<file path="config.mk">
export PLATFORM = sky130hd
export DESIGN_NAME = br_retire_queue
export DESIGN_NICKNAME = d
export VERILOG_FILES = /design/src/rtl/br_retire_queue.sv
export SDC_FILE = /design/constraint.sdc
export NUM_CORES = 2
export LEC_CHECK = 0
export BUFFER_PORTS_ARGS = -buffer_cell sky130_fd_sc_hd__clkbuf_2
export CAP_MARGIN = 25
export CORE_AREA = 2 2 466 468
export DETAILED_ROUTE_END_ITERATION = 7
export DIE_AREA = 0 0 468 470
export SYNTH_ARGS = -nofsm -noshare
export SYNTH_HDL_FRONTEND = slang
export SYNTH_SLANG_ARGS = --single-unit
</file>
<file path="constraint.sdc">
create_clock -name clock -period 21.1 [get_ports clock]
set_clock_uncertainty 0.2 [all_clocks]
set_input_delay 4.22 -clock clock [delete_from_list [all_inputs] [get_ports clock]]
set_output_delay 4.22 -clock clock [all_outputs]
set_load 0.01 [all_outputs]
</file>
<file path="src/rtl/br_retire_queue.sv">
// In-order queue of in-flight conditional branches. It retires up to two
// resolved branches per cycle and raises a one-cycle history recovery on a mispredict.
module br_retire_queue #(
   parameter int BRQ_DEPTH = 16,
   parameter int BRQ_BITS  = 4,
   parameter int BHR_BITS  = 6
) (
   input  logic                clock,
   input  logic                reset,
   input  logic [1:0]          id_dispatch_num,
   input  logic                id_valid_cond0,
   input  logic                id_valid_cond1,
   input  logic [63:0]         id_NPC0,
   input  logic [63:0]         id_NPC1,
   input  logic [BHR_BITS-1:0] id_bhr0,
   input  logic [BHR_BITS-1:0] id_bhr1,
   input  logic                id_pred_taken0,
   input  logic                id_pred_taken1,
   output logic [BRQ_BITS-1:0] id_brq_tag0,
   output logic [BRQ_BITS-1:0] id_brq_tag1,
   output logic                brq_full,
   input  logic                ex_resolve_valid0,
   input  logic                ex_resolve_valid1,
   input  logic [BRQ_BITS-1:0] ex_resolve_tag0,
   input  logic [BRQ_BITS-1:0] ex_resolve_tag1,
   input  logic                ex_actual_taken0,
   input  logic                ex_actual_taken1,
   output logic [1:0]          rob_retire_num,
   output logic                rob_retire_cond0,
   output logic                rob_retire_cond1,
   output logic [63:0]         rob_retire_NPC0,
   output logic [63:0]         rob_retire_NPC1,
   output logic [BHR_BITS-1:0] rob_retire_BHR0,
   output logic [BHR_BITS-1:0] rob_retire_BHR1,
   output logic                rob_actual_taken0,
   output logic                rob_actual_taken1,
   output logic                recover_cond,
   output logic [BHR_BITS-1:0] recover_bhr
);

   typedef enum logic {NORMAL, RECOVER} state_t;
   state_t state, state_nxt;

   logic [BRQ_DEPTH-1:0] valid, resolved, mispred, pred_tk, act_tk;
   logic [63:0]          npc [BRQ_DEPTH];
   logic [BHR_BITS-1:0]  bhr [BRQ_DEPTH];

   logic [BRQ_BITS:0]   head, tail, used;
   logic [BRQ_BITS-1:0] h0, h1, t0, t1;
   logic                run, want0, want1, take, alloc0, alloc1;
   logic                res0, res1, slot0, slot1, mis0, mis1, flush;
   logic [1:0]          ret_cnt, alloc_cnt;
   logic [BHR_BITS-1:0] fix_bhr;

   assign used     = tail - head;
   assign brq_full = used[BRQ_BITS] | (&used[BRQ_BITS-1:0]);
   assign run      = (state == NORMAL);

   assign h0 = head[BRQ_BITS-1:0];
   assign h1 = h0 + 1'b1;
   assign t0 = tail[BRQ_BITS-1:0];

   assign want0 = (id_dispatch_num != 2'd0) && id_valid_cond0;
   assign want1 = id_dispatch_num[1] && id_valid_cond1;
   assign t1    = want0 ? t0 + 1'b1 : t0;

   assign id_brq_tag0 = t0;
   assign id_brq_tag1 = t1;

   // Older branches retire first; a mispredicting slot 0 blocks slot 1.
   assign slot0 = run && valid[h0] && resolved[h0];
   assign slot1 = slot0 && !mispred[h0] && valid[h1] && resolved[h1];
   assign mis0  = slot0 && mispred[h0];
   assign mis1  = slot1 && mispred[h1];
   assign flush = mis0 || mis1;

   // Wrong-path dispatch in the flush cycle is dropped with the rest.
   assign take   = run && !brq_full && !flush;
   assign alloc0 = want0 && take;
   assign alloc1 = want1 && take;

   assign res0 = run && ex_resolve_valid0 && valid[ex_resolve_tag0];
   assign res1 = run && ex_resolve_valid1 && valid[ex_resolve_tag1];

   assign ret_cnt   = {1'b0, slot0} + {1'b0, slot1};
   assign alloc_cnt = {1'b0, alloc0} + {1'b0, alloc1};

   always_comb begin
      fix_bhr = {bhr[h1][BHR_BITS-2:0], act_tk[h1]};
      if (mis0)
         fix_bhr = {bhr[h0][BHR_BITS-2:0], act_tk[h0]};
   end

   always_comb begin
      state_nxt = state;
      case (state)
         NORMAL:  if (flush) state_nxt = RECOVER;
         RECOVER: state_nxt = NORMAL;
         default: state_nxt = NORMAL;
      endcase
   end

   always_ff @(posedge clock) begin
      if (reset) begin
         state             <= NORMAL;
         head              <= '0;
         tail              <= '0;
         valid             <= '0;
         resolved          <= '0;
         mispred           <= '0;
         rob_retire_num    <= '0;
         rob_retire_cond0  <= 1'b0;
         rob_retire_cond1  <= 1'b0;
         rob_retire_NPC0   <= '0;
         rob_retire_NPC1   <= '0;
         rob_retire_BHR0   <= '0;
         rob_retire_BHR1   <= '0;
         rob_actual_taken0 <= 1'b0;
         rob_actual_taken1 <= 1'b0;
         recover_cond      <= 1'b0;
         recover_bhr       <= '0;
      end else begin
         state             <= state_nxt;
         head              <= head + {{(BRQ_BITS-1){1'b0}}, ret_cnt};
         rob_retire_num    <= ret_cnt;
         rob_retire_cond0  <= slot0;
         rob_retire_cond1  <= slot1;
         rob_retire_NPC0   <= slot0 ? npc[h0] : '0;
         rob_retire_NPC1   <= slot1 ? npc[h1] : '0;
         rob_retire_BHR0   <= slot0 ? bhr[h0] : '0;
         rob_retire_BHR1   <= slot1 ? bhr[h1] : '0;
         rob_actual_taken0 <= slot0 & act_tk[h0];
         rob_actual_taken1 <= slot1 & act_tk[h1];
         recover_cond      <= (state == RECOVER);
         if (res0) begin
            resolved[ex_resolve_tag0] <= 1'b1;
            mispred[ex_resolve_tag0]  <= ex_actual_taken0 ^ pred_tk[ex_resolve_tag0];
         end
         if (res1) begin
            resolved[ex_resolve_tag1] <= 1'b1;
            mispred[ex_resolve_tag1]  <= ex_actual_taken1 ^ pred_tk[ex_resolve_tag1];
         end
         if (alloc0) begin
            valid[t0]    <= 1'b1;
            resolved[t0] <= 1'b0;
            mispred[t0]  <= 1'b0;
         end
         if (alloc1) begin
            valid[t1]    <= 1'b1;
            resolved[t1] <= 1'b0;
            mispred[t1]  <= 1'b0;
         end
         if (slot0) valid[h0] <= 1'b0;
         if (slot1) valid[h1] <= 1'b0;
         if (flush) begin
            valid       <= '0;
            tail        <= head + {{(BRQ_BITS-1){1'b0}}, ret_cnt};
            recover_bhr <= fix_bhr;
         end else begin
            tail <= tail + {{(BRQ_BITS-1){1'b0}}, alloc_cnt};
         end
      end
   end

   // Payload needs no reset; valid bits guard every read.
   always_ff @(posedge clock) begin
      if (res0) act_tk[ex_resolve_tag0] <= ex_actual_taken0;
      if (res1) act_tk[ex_resolve_tag1] <= ex_actual_taken1;
      if (alloc0) begin
         npc[t0]     <= id_NPC0;
         bhr[t0]     <= id_bhr0;
         pred_tk[t0] <= id_pred_taken0;
      end
      if (alloc1) begin
         npc[t1]     <= id_NPC1;
         bhr[t1]     <= id_bhr1;
         pred_tk[t1] <= id_pred_taken1;
      end
   end

endmodule

</file>
==> results.yml <==
clock_tree:
  cts_made_buffers: 161
  root_buffer: "clkbuf_16"
  cts_max_level: 4
  cts_tree: "done"
  clkTransAtPathRegs_ps: 60
  ctsHoldBuffers: 0
  cts_max_path_buffers: 3
  clock_latency_ps: 830
  post_cts.repair.setup_buffers: 0
  cts_sinks: 1364
  cts_resized: 0
min_path:
  min-delay-path-class: "flip-flop to flip-flop"
  whs_path_depth: 2
  hp-start: "pred_tk[15]$_DFF_P_"
yosys:
  synth_top_family_by_area: "multiplexers"
  synthArstFlopShare_pct: 0
  ys.flop_type: "edfxtp_1"
  syn_area_per_cell_um2: 15.47
  synth_fa_ha_area_share_pct: 0.3470
  synth_compound_area_share_pct: 1.884
  synth_cells: 4848
  yosysTopAreaCell: "edfxtp_1"
  synthSimpleGateAreaFrac_pct: 5.521
  yosys_warnings: 0
  yosys-top-cells-area: "edfxtp_1 45%, mux4_2 20%, mux2_2 16%, dfxtp_1 6.5%, nand2_1 1.9%"
  synth_top_area_share_pct: 44.85
  synth_cell_types: 65
  synth_nets: 5027
  synthXorXnorAreaFrac_pct: 0.2436
  synth_edf_count: 1120
  muxShareOfSynthArea_pct: 37.40
  yosysSeqAreaShare_pct: 51.36
  syn_area_mm2: 0.07499
  synth.ff_latch_count: 1364
floorplan:
  die_w_um: 468
  io_pins: 322
  rows: 171
  coreArea_mm2: 0.2157
  die_h_um: 470
  start_util_pct: 34.77
  dieArea_mm2: 0.2200
timing:
  hold_violations: 0
  min_period_over_period_pct: 47.96
  max_freq_ghz: 0.09882
  setup_viol: 0
  setup_ws_ps: 10980
  slew_violations: 0
  finalSetupTns_ps: 0
  slew-limit-headroom_pct: 22.47
  rsz0062_at_grt: "false"
  tightest_slew_ps: 1163
  min_period_ps: 10120
grt:
  antenna_found_initial: 57
  grt_pass1_wl_mm: 358.8
  grt_max_degree: 142
  grt_use_total_pct: 22.58
  first_global_vias: 47710
  grt_remaining_overflow: 0
final_layout:
  drive_above_1_share_pct: 49.06
  final_common_cell: "edfxtp_1"
  utilization_pct: 39.25
  area_delta_synth_final_pct: 12.89
  layout_common_cells: "1120 x edfxtp_1, 1084 x mux2_2, 671 x mux4_2, 374 x nand2_1, 321 x clkbuf_2"
  final_area_mm2: 0.08466
  nets: 5095
drt:
  ant_nets: 0
  wl_mm: 252.5
  post_drt_wl_per_cell_um: 31.86
  drt_iter0_markers: 5506
  avgViaCountPerCell: 6.015
  num_vias: 47680
  first_pass_iters: 8
  route.detailed.drc: 0
critical_path:
  cp_cell_sequence: "clkbuf_2 -> o21a_1 -> buf_4 -> and2_1 -> xnor2_1 -> inv_1 -> clkbuf_2"
  r2r_start: "head[0]$_SDFF_PP0_"
  worst-path-max-fanout: 25
  start_kind: "primary input"
  startpoint: "id_dispatch_num[1]"
  cp-end-kind: "output pin"
  critPathRequiredTime_ps: 16680
  crit_path_top_delay_cell: "and2_1"
  cp.arrival_ps: 5700
  worstSetupPathType: "primary input to output pin"
  reg2reg_slack_ps: 13230
  max_stage_delay_ps: 410
  r2r_cells: 13
  crit_top_cell: "clkbuf_2"
placement:
  hpwlAfterDp_mm: 140.4
  place_area_mm2: 0.07917
  numPortBuffers: 321
  place_ws_ps: 11000
  gp_congestion: 0.8564
flow_run:
  maxCapViolations: 0
power:
  powerDensity_mw_per_mm2: 76.19
  p_total_uw: 6450
  power.leakage_uw: 0.02721
  vdd_drop_max_mv: 0.09457
outcome:
  status: "finished, final reports clean"
state kept, by name, indices dropped and copies added, names as in the netlist, 2 cells and up:
name and count:
resolved 16, rob_retire_num 2, act_tk 16, recover_bhr 6, head 5, rob_retire_NPC1 64
valid 16, rob_retire_BHR0 6, tail 5, npc 1024, pred_tk 16, bhr 96
mispred 16, rob_retire_NPC0 64, rob_retire_BHR1 6
synth_stat cells, types with 37 or more instances:
master    number
a21oi_1       37
and3_1        69
buf_1         44
buf_2        125
clkbuf_1     314
dfxtp_1      244
edfxtp_1    1120
mux2_1        45
mux2_2      1084
mux4_2       671
nand2_1      374
nand3_1      184
nor2_1        90
nor2b_1       83
nor3_1        48
per-layer routing:
metal	GRT usage, %	vias to the layer above	part of all wire (%)
met5	0	-	0.11
met4	6.364	48	2.7
met3	5.238	471	9.0
met2	35.70	2344	47
met1	31.01	25320	41
li1	-	19500	-
final timing paths:
kind,end
setup / recovery,id_brq_tag1[2]
hold / removal,pred_tk[15]$_DFF_P_
setup reg to reg,npc[2][31]$_DFFE_PP_
hold reg to reg,pred_tk[15]$_DFF_P_
final cells by class:
class                   instances  area [µm²]
clock buffers                 224        4564
repair buffers                429        2723
diodes                         18       45.04
well taps                    2854        3571
clock inverters                78       742.0
multi-input cells            2941       34400
flip-flops and latches       1364       38530
fillers                     19930      131000
inverters                      19       81.33
stage by stage:
| step | std cells | hold WS [ps] |
|---|---|---|
| floorplan | 4848 | 249.4 |
| detailed placement | 7602 | 286.5 |
| CTS | 7904 | 300.3 |
| global placement | 7597 | 279.4 |
| global route | 7914 | 312.2 |
| finish | 7927 | 301.7 |
where the power goes:
part / internal (µW) / total, µW / switching, µW
registers: 3020 / 3060 / 41.8
logic: 249 / 569 / 320
clock network: 1610 / 2820 / 1210
total: 4880 / 6450 / 1570
cells by family after synthesis:
logic type,count (synthesis)
AOI/OAI and AO/OA,190
xor gates and xnor gates,20
adders and majority gates,19
buffers and inverters,543
DFF,1364
muxes,1822
and+or+nand+nor,890
worst max-delay path, delay by kind of cell:
kind,cells,cell delay [ps]
compound gates,1,130
buf+inv,4,700
xor+xnor,1,230
simple gates,1,410
Power figures use the tool's default switching activity.
